===== config.mk =====
export PLATFORM = sky130hd
export DESIGN_NAME = uart_tx
export DESIGN_NICKNAME = d
export VERILOG_FILES = /design/src/rtl/uart_tx.sv
export SDC_FILE = /design/constraint.sdc
export NUM_CORES = 1
export LEC_CHECK = 0
export CELL_PAD_IN_SITES_DETAIL_PLACEMENT = 1
export CELL_PAD_IN_SITES_GLOBAL_PLACEMENT = 1
export CORE_UTILIZATION = 40
export CTS_CLUSTER_DIAMETER = 150
export DETAILED_ROUTE_END_ITERATION = 10
export MAX_ROUTING_LAYER = met4
export PLACE_DENSITY = 0.7
export SLEW_MARGIN = 10
export SYNTH_ARGS = -nofsm -noshare
export SYNTH_HDL_FRONTEND = slang
export SYNTH_SLANG_ARGS = --single-unit

===== constraint.sdc =====
create_clock -name clock -period 2.1 [get_ports clock]
set_input_delay 0.42 -clock clock [delete_from_list [all_inputs] [get_ports clock]]
set_output_delay 0.42 -clock clock [all_outputs]
set_load 0.01 [all_outputs]

===== src/rtl/uart_tx.sv =====
// uart_tx: 16-bit UART transmitter for the FPGA serial link.
// Frame: start bit (low), 16 data bits LSB first, stop bit (high),
// each bit held CLOCKS_POR_BIT clock cycles. All outputs are registered.
// Optional build macro UART_TX_PARIDADE_EN inserts an even-parity bit
// between data bit 15 and the stop bit (19-bit frame).
module uart_tx #(
  parameter int CLOCKS_POR_BIT = 5209
) (
  input  logic        clock,
  input  logic        reset,
  input  logic        iniciarEnvio,
  input  logic [15:0] dadosParaEnviar,
  output logic        bitSerialSaida,
  output logic        transmissaoAtiva,
  output logic        transmissaoConcluida
);

  localparam logic [12:0] LAST_COUNT = 13'(CLOCKS_POR_BIT - 1);

  typedef enum logic [2:0] {
    ESPERA   = 3'd0,
    INICIO   = 3'd1,
    DADOS    = 3'd2,
    PARADA   = 3'd3,
`ifdef UART_TX_PARIDADE_EN
    PARIDADE = 3'd5,
`endif
    LIMPEZA  = 3'd4
  } state_t;

  state_t      state, state_n;
  logic [12:0] count, count_n;
  logic [3:0]  indice, indice_n;
  logic [15:0] word, word_n;
  logic        tx, tx_n;
  logic        active, active_n;
  logic        done, done_n;
  logic        bit_end;
`ifdef UART_TX_PARIDADE_EN
  logic        parity, parity_n;
`endif

  assign bit_end              = (count == LAST_COUNT);
  assign bitSerialSaida       = tx;
  assign transmissaoAtiva     = active;
  assign transmissaoConcluida = done;

  // Register the state, datapath and the registered outputs; reset parks the line high.
  always_ff @(posedge clock or posedge reset) begin
    if (reset) begin
      state  <= ESPERA;
      count  <= '0;
      indice <= '0;
      word   <= '0;
      tx     <= 1'b1;
      active <= 1'b0;
      done   <= 1'b0;
`ifdef UART_TX_PARIDADE_EN
      parity <= 1'b0;
`endif
    end else begin
      state  <= state_n;
      count  <= count_n;
      indice <= indice_n;
      word   <= word_n;
      tx     <= tx_n;
      active <= active_n;
      done   <= done_n;
`ifdef UART_TX_PARIDADE_EN
      parity <= parity_n;
`endif
    end
  end

  // Next-state and next-output logic; every register holds unless a state changes it.
  always_comb begin
    state_n  = state;
    count_n  = count;
    indice_n = indice;
    word_n   = word;
    tx_n     = tx;
    active_n = active;
    done_n   = done;
`ifdef UART_TX_PARIDADE_EN
    parity_n = parity;
`endif
    case (state)
      ESPERA: begin
        tx_n     = 1'b1;
        done_n   = 1'b0;
        count_n  = '0;
        indice_n = '0;
        if (iniciarEnvio) begin
          word_n   = dadosParaEnviar;
          active_n = 1'b1;
          state_n  = INICIO;
`ifdef UART_TX_PARIDADE_EN
          parity_n = ^dadosParaEnviar;
`endif
        end
      end
      INICIO: begin
        tx_n = 1'b0;
        if (bit_end) begin
          count_n = '0;
          state_n = DADOS;
        end else begin
          count_n = count + 13'd1;
        end
      end
      DADOS: begin
        tx_n = word[indice];
        if (bit_end) begin
          count_n = '0;
          if (indice != 4'd15) begin
            indice_n = indice + 4'd1;
          end else begin
            indice_n = '0;
`ifdef UART_TX_PARIDADE_EN
            state_n  = PARIDADE;
`else
            state_n  = PARADA;
`endif
          end
        end else begin
          count_n = count + 13'd1;
        end
      end
`ifdef UART_TX_PARIDADE_EN
      PARIDADE: begin
        tx_n = parity;
        if (bit_end) begin
          count_n = '0;
          state_n = PARADA;
        end else begin
          count_n = count + 13'd1;
        end
      end
`endif
      PARADA: begin
        tx_n = 1'b1;
        if (bit_end) begin
          count_n = '0;
          done_n  = 1'b1;
          state_n = LIMPEZA;
        end else begin
          count_n = count + 13'd1;
        end
      end
      LIMPEZA: begin
        done_n   = 1'b0;
        active_n = 1'b0;
        state_n  = ESPERA;
      end
      default: begin
        tx_n     = 1'b1;
        done_n   = 1'b0;
        active_n = 1'b0;
        count_n  = '0;
        indice_n = '0;
        state_n  = ESPERA;
      end
    endcase
  end

endmodule

### Word level (Yosys, flattened, before mapping)

Index checks and enable logic that the tools add are counted.

* bits in registers: 39
* input port bits: 19
* output and inout port bits: 3
* logic and storage cells: 51

* add/sub/neg operators: 2
* $lt $le $gt $ge: 1
* eq/ne operators: 11
* multiplexer cells: 18
* bitwise gates (word level): 3
* reductions and logical operators: 9

Operator list (count)
* $pmux W13 S2: 1
* $mux W3: 5
* $add A13 B1 Y13 const B: 1
* $eq A13 B13 Y1 const B: 1
* $mux W13: 1
* $pmux W3 S4: 1
* $ne A2 B2 Y1 const B: 5
* $mux W4: 2
* $pmux W4 S2: 1
* $reduce_and A2 Y1: 4
* $eq A3 B2 Y1 const B: 2
* $reduce_or A3 Y1: 2
* $lt A4 B5 Y1 const B: 1
* $reduce_and A5 Y1: 1
* $add A4 B1 Y4 const B: 1
* $bmux W1 S4: 1
* $ne A4 B4 Y1 const B: 1
* $pmux W1 S2: 2
* $eq A3 B1 Y1 const B: 1
* $eq A3 B3 Y1 const B: 1
* $logic_not A3 Y1: 1
* $mux W1: 3
* $not A1 Y1: 3
* $pmux W1 S3: 1
* $reduce_or A2 Y1: 1

### Longest topological paths before layout

Gate-level depths: netlist of the first run.

* word-level depth: 4
* mapped depth: 6
* depth with buffers taken out: 6

### Least setup slack after synthesis of the first run

No wires, ideal clock.

* kind: flip-flop to flip-flop
* start point: reg count[5]
* end point: reg indice[0]
* library setup time: 0.125 ns
* arrival: 1.645 ns
* data required time: 1.975 ns
* path slack: 0.330 ns
* cell stages (with the launch flop): 5
* path buffers: 0
* period minus slack after synthesis: 1.770 ns
* cell sequence: dfrtp_1 or4b_4 nor3_4 o21ai_2 mux2_4

* word-level cells in the longest chain between the ends: 3

RTL lines
* from (decl): line 32 `logic [12:0] count, count_n;`
* from (signal assigned): line 63 `count <= count_n;`
* $eq A13 B13 Y1: line 43 `assign bit_end = (count == LAST_COUNT);`
* $ne A2 B2 Y1 (no line)
* $reduce_and A2 Y1 (no line)
* to (signal assigned): line 64 `indice <= indice_n;`
* to (decl): line 33 `logic [3:0] indice, indice_n;`

Every way passes these cells.
A chain may end at the register's enable or synchronous reset.

### Worst setup path in the final report of the first run

Ends and elaborated chain as after synthesis.

==> results.md, run 1 <==
- Worst reg-to-reg setup slack: 240 ps
- Die height: 73.14 µm
- Gpl congestion: 0.9078
- Mapped Avg Cell Area: 11.12 µm²
- Top FF cell, synth: dfrtp_1
- Run status: completed
- Placed wire-length estimate: 3343 µm
- Post-route ant nets: 0
- First-pass GRT wire length: 8190 µm
- Setup_tns: 0 ps
- Crit path kind: reg2reg
- Clock sinks: 39
- Vias in the first global route: 1605
- Synth Warn #: 0
- Synthesized cell area: 2024 µm²
- Min-Delay Path Depth: 1
- Final Slew Violations: 0
- FF-to-FF Start: count[5]
- Max-slew headroom: 0.6721
- Worst EP required: 2280 ps
- Delay of the slowest cell on the worst path: 590 ps
- Worst Path Arrival: 2040 ps
- Peak VDD IR: 0.0003230 V
- Cell variety after synth: 45
- Worst skew pair latency: 290 ps
- Crit end category: register
- Cell area power density: 540.5 nW/µm²
- Reg2reg end: indice[0]
- DRC Markers: 0
- Nets: 228
- Num rows: 25
- Setup violations, final: 0
- Area Growth Syn to Fin: 18.79%
- Post-synth top area share: 0.4697
- Initial antenna violation count: 0
- TritonCTS clock tree: built
- Final Critical Period: 1856 ps
- Max Clk Rate: 538.8 MHz
- Total CTS buffers: 5
- Post-CTS Setup Bufs: 0
- Reg2Reg Depth: 4
- Die width: 73.14 µm
- CP cell instances: or4b_4 -> nor3_4 -> o21ai_2 -> mux2_4
- Ports: 22
- Worst slew pin tran: 491.9 ps
- Largest area contributor in the netlist: dfrtp_1
- Final Hold Fails: 0
- Place WS: 259.5 ps
- FFs w/ async S/R, synth: 1.000
- Commonest non-fill, non-tap cell in the layout: dfrtp_1
- Sequential area share after synthesis: 0.4827
- Startpoint Class: register
- Most frequent cells in the layout: dfrtp_1, clkdlybuf4s50_1, mux2_2
- PostCTS Resize Cnt: 0
- Largest cells by area after synthesis: dfrtp_1, mux2_2, mux4_2
- Final WL: 4591 µm
- WHS: 508.8 ps
- Seq cells post-synth: 39
- Final period util: 0.8838
- Grt total ovfl: 0
- Die area: 5349 µm²
- Number of synthesized flops with an enable pin: 0
- Via density: 5.471
- Starting Density: 0.4230
- Layout Skew: 9.374 ps
- # diodes: 0
- Port-buffer cells: 21
- Mapped Nets: 204
- Worst hold endpoint: word[14]
- Hold_buf cts: 0
- Core area: 4786 µm²
- Setup WS post-layout: 243.9 ps
- Clock Tree Root: clkbuf_8
- CTS H-Tree Depth: 2
- Post-Synthesis Cells: 182
- HP Class: reg2reg
- CP max-delay cell: or4b_4
- GRT Util Overall: 0.2129
- Min-delay src: word[14]
- Layout cells sized above 1: 0.2174
- DR iter-0 viols: 87
- Largest net degree at the start of global routing: 40
- Detailed-route via count: 1499
- Largest fanout on the critical path: 8
- RSZ-0062 raised after global routing: no
- Leak: 1.045 nW
- Worst-case clock buffer depth: 2
- Reg clk slew, reported paths: 80 ps
- Drt pass-1 iters: 4
- DR WL/cell: 16.76 µm
- Max-cap violations: 0
-- layout make-up --
cell class / count / area, µm²
flip-flops and latches: 39 / 977.2
repair buffers: 27 / 255.2
well taps: 67 / 83.83
clock inverters: 2 / 12.51
inverters: 6 / 22.52
clock buffers: 6 / 72.57
multi-input cells: 127 / 980.9
fillers: 529 / 2381
-- worst max-delay path: cells and delay by family (launching register included) --
family,cells,cell delay [ps]
and+or+nand+nor,2,880
AOI/OAI and AO/OA,1,100
muxes,1,300
DFF,1,470
-- stage by stage --
step | utilization | power, W | cells | cell area [µm²]
3_5_place_dp | 0.4847 | 0.0008171 | 266 | 2320
6_report | 0.5025 | 0.001300 | 274 | 2405
3_3_place_gp | 0.4847 | 0.0008149 | 266 | 2320
4_1_cts | 0.5025 | 0.001321 | 274 | 2405
2_1_floorplan | - | 0.0007771 | 182 | 2024
5_1_grt | 0.5025 | 0.001355 | 274 | 2405
-- where the power goes --
| group | switching (W) | internal (W) |
|---|---|---|
| registers | 0 | 0.000750 |
| logic | 0.0000192 | 0.0000308 |
| clock network | 0.000267 | 0.000232 |
| total | 0.000286 | 0.00101 |
-- how the worst max path moves through the flow --
stage / start / end / slack [ps]
2_1_floorplan: count[5] / indice[0] / 330
5_1_grt: count[5] / indice[0] / 180
6_report: count[5] / indice[0] / 240
3_5_place_dp: count[5] / indice[0] / 260
3_3_place_gp: count[5] / indice[0] / 320
4_1_cts: count[5] / indice[0] / 250
-- sequential cells by signal (all words and copies together) (netlist names) --
signal	cells
transmissaoConcluida	1
indice	4
word	16
count	13
state	3
transmissaoAtiva	1
bitSerialSaida	1
-- synth_stat cells, types with 2 or more instances --
| master | number |
|---|---|
| a21oi_1 | 5 |
| a31oi_1 | 4 |
| and3_1 | 2 |
| and4bb_2 | 3 |
| buf_2 | 4 |
| clkbuf_1 | 5 |
| dfrtp_1 | 38 |
| ha_1 | 3 |
| inv_1 | 6 |
| mux2_2 | 16 |
| mux2i_1 | 4 |
| mux4_2 | 3 |
| nand2_1 | 9 |
| nand3_1 | 9 |
| nand4_1 | 7 |
| nor2_1 | 14 |
| nor2b_1 | 2 |
| nor4_1 | 4 |
| o21ai_0 | 3 |
| o22ai_1 | 4 |
| or3_1 | 5 |
| or3b_2 | 2 |
| xnor2_1 | 2 |
| xor2_1 | 7 |
-- metal layers --
layer | wire, µm | share of wire | GRT usage | vias to the layer above
li1 | - | - | - | 714
met1 | 2164 | 0.47 | 0.2908 | 754
met2 | 2248 | 0.49 | 0.3169 | 24
met3 | 135 | 0.029 | 0.04144 | 7
met4 | 42 | 0.0091 | 0.07190 | 0
met5 | 0 | 0 | - | -
-- cells by family after synthesis --
kind of cell,share of synthesized area
buffers and inverters,0.03275
AND/OR/NAND/NOR,0.2033
XOR/XNOR,0.03894
adder cells (fa/ha/maj),0.01854
AO/OA/AOI/OAI,0.07416
flip-flops,0.4827
multiplexers,0.1496
Power figures use the tool's default switching activity.
==> run 2, diff against run 1 <==
Settings changed: PLACE_DENSITY 0.7 to 0.77.
==> results.md, run 2 (synthesized netlist as in run 1, its figures left out) <==
- Run status: completed
- Die area: 5349 µm²
- Clock sinks: 39
- Starting Density: 0.4230
- Area after DPL: 2312 µm²
- Delay of the slowest cell on the worst path: 590 ps
- Largest regs: word (16), count (13), indice (4)
- Worst skew pair latency: 290 ps
- Multi-input gate area: 984.7 µm²
- Initial antenna violation count: 0
- Crit end category: register
- Worst EP required: 2280 ps
- Clock share of power: 0.386
- Commonest non-fill, non-tap cell in the layout: dfrtp_1
- Placed wire-length estimate: 3492 µm
- Via density: 5.810
- Most frequent cells in the layout: dfrtp_1, clkdlybuf4s50_1, mux2_2
- Worst Path Arrival: 2030 ps
- Layout Cells excl Fill: 273
- Tot Pwr: 0.001304 W
- DRC Markers: 0
- CP cell instances: or4b_4 -> nor3_4 -> o21ai_2 -> mux2_4
- Hold_buf cts: 0
- DR iter-0 viols: 87
- Num rows: 25
- Cell area power density: 543.2 nW/µm²
- Final Hold Fails: 0
- RSZ-0062 raised after global routing: no
- Final WL: 4907 µm
- Drt pass-1 iters: 4
- GRT Util Overall: 0.2149
- Detailed-route via count: 1586
- Register Area: 977.2 µm²
- Dpl cells: 265
- Max FFs per register: 16
- Setup violations, final: 0
- Max-slew headroom: 0.6674
- Ports: 22
- Max Clk Rate: 542.1 MHz
- Vias in the first global route: 1679
- Layout Skew: 2.383 ps
- Final Cell Area: 2400 µm²
- Logic gate share of total power: 0.038
- Die height: 73.14 µm
- Leak: 1.036 nW
- Largest Register: word
- Die width: 73.14 µm
- Final Slew Violations: 0
- Total CTS buffers: 5
- Fillers: 518
- Startpoint Class: register
- Reg2reg end: indice[0]
- Peak VDD IR: 0.0002700 V
- Min-Delay Path Depth: 1
- Nets: 227
- FF-to-FF Start: count[5]
- # diodes: 0
- Internal Power: 0.001016 W
- Crit path kind: reg2reg
- Switching pwr: 0.0002873 W
- Max-cap violations: 0
- Setup_tns: 0 ps
- Reg2Reg Depth: 4
- Clock Tree Root: clkbuf_8
- Gpl congestion: 0.8550
- Setup WS post-layout: 255.4 ps
- HP Class: reg2reg
- Final Critical Period: 1845 ps
- Area Growth Syn to Fin: 18.54%
- CTS H-Tree Depth: 2
- Top delay family on crit path: simple AND/OR/NAND/NOR gates
- Worst-case clock buffer depth: 2
- Reg power frac: 0.576
- Worst reg-to-reg setup slack: 260 ps
- Post-route ant nets: 0
- First-pass GRT wire length: 8369 µm
- TritonCTS clock tree: built
- DR WL/cell: 17.97 µm
- Net Sw Frac: 0.2204
- CP Buf/Inv Count: 0
- Largest net degree at the start of global routing: 40
- Largest fanout on the critical path: 8
- Place WS: 123.5 ps
- Final period util: 0.8784
- CP max-delay cell: or4b_4
- Layout cells sized above 1: 0.2136
- Worst hold endpoint: transmissaoAtiva
- Core area: 4786 µm²
- Port-buffer cells: 21
- Min-delay src: transmissaoAtiva
- Worst slew pin tran: 498.9 ps
- Reg clk slew, reported paths: 80 ps
- Grt total ovfl: 0
[run 2: changes by cell type in the layout (fill, tap and decap cells not counted)]
cell,previous run,this run
a21oi_1,5,4
a21oi_2,0,1
buf_4,6,5
clkbuf_1,1,2
clkinv_2,1,0
[run 2: power by group through the flow]
stage                     Clock (W)  Sequential [W]  Combinational, W
after floorplan                   0        0.000765         0.0000119
after global placement            0        0.000765         0.0000494
after detailed placement          0        0.000765         0.0000521
after CTS                  0.000515        0.000750         0.0000522
after global routing       0.000538        0.000750         0.0000562
final                      0.000503        0.000750         0.0000501
[run 2: repair_timing]
item,4_1_cts,5_1_grt
gates resized for setup,0,1
buffers inserted,0,0
endpoints found under the setup margin,0,8
[run 2: area by class of cell]
class,count,share of cell area
inverters,6,0.009385
repair buffers,26,0.1032
clock inverters,1,0.003128
multi-input cells,127,0.4103
well taps,67,0.03493
clock buffers,7,0.03180
flip-flops and latches,39,0.4072
[run 2: through the flow]
| stage | utilization | hold WS [ps] |
|---|---|---|
| floorplan | - | 475.1 |
| global placement | 0.4831 | 468.0 |
| detailed placement | 0.4831 | 481.2 |
| CTS | 0.5007 | 503.7 |
| global route | 0.5014 | 522.5 |
| finish | 0.5014 | 504.5 |
[run 2: per-layer routing]
metal | vias up | track usage | wire length [µm]
li1 | 714 | - | -
met1 | 825 | 0.2806 | 2270
met4 | 0 | 0.09150 | 107
met2 | 35 | 0.3169 | 2345
met3 | 12 | 0.05387 | 184
met5 | - | - | 0
[run 2: worst max path at each step]
stage | startpoint | endpoint | slack (ps) | cells after the start
2_1_floorplan | count[5] | indice[0] | 330 | 4
3_3_place_gp | count[5] | indice[0] | 300 | 4
3_5_place_dp | count[0] | count[5] | 120 | 6
4_1_cts | count[0] | count[5] | 110 | 6
5_1_grt | state[0] | count[11] | 150 | 5
6_report | count[5] | indice[0] | 260 | 4
==> run 3, diff against run 2 <==
Settings changed: SLEW_MARGIN 10 to 20, TNS_END_PERCENT set to 30.
==> results of run 3 <==
The final DEF is identical to that of run 2; final timing and power are the same.
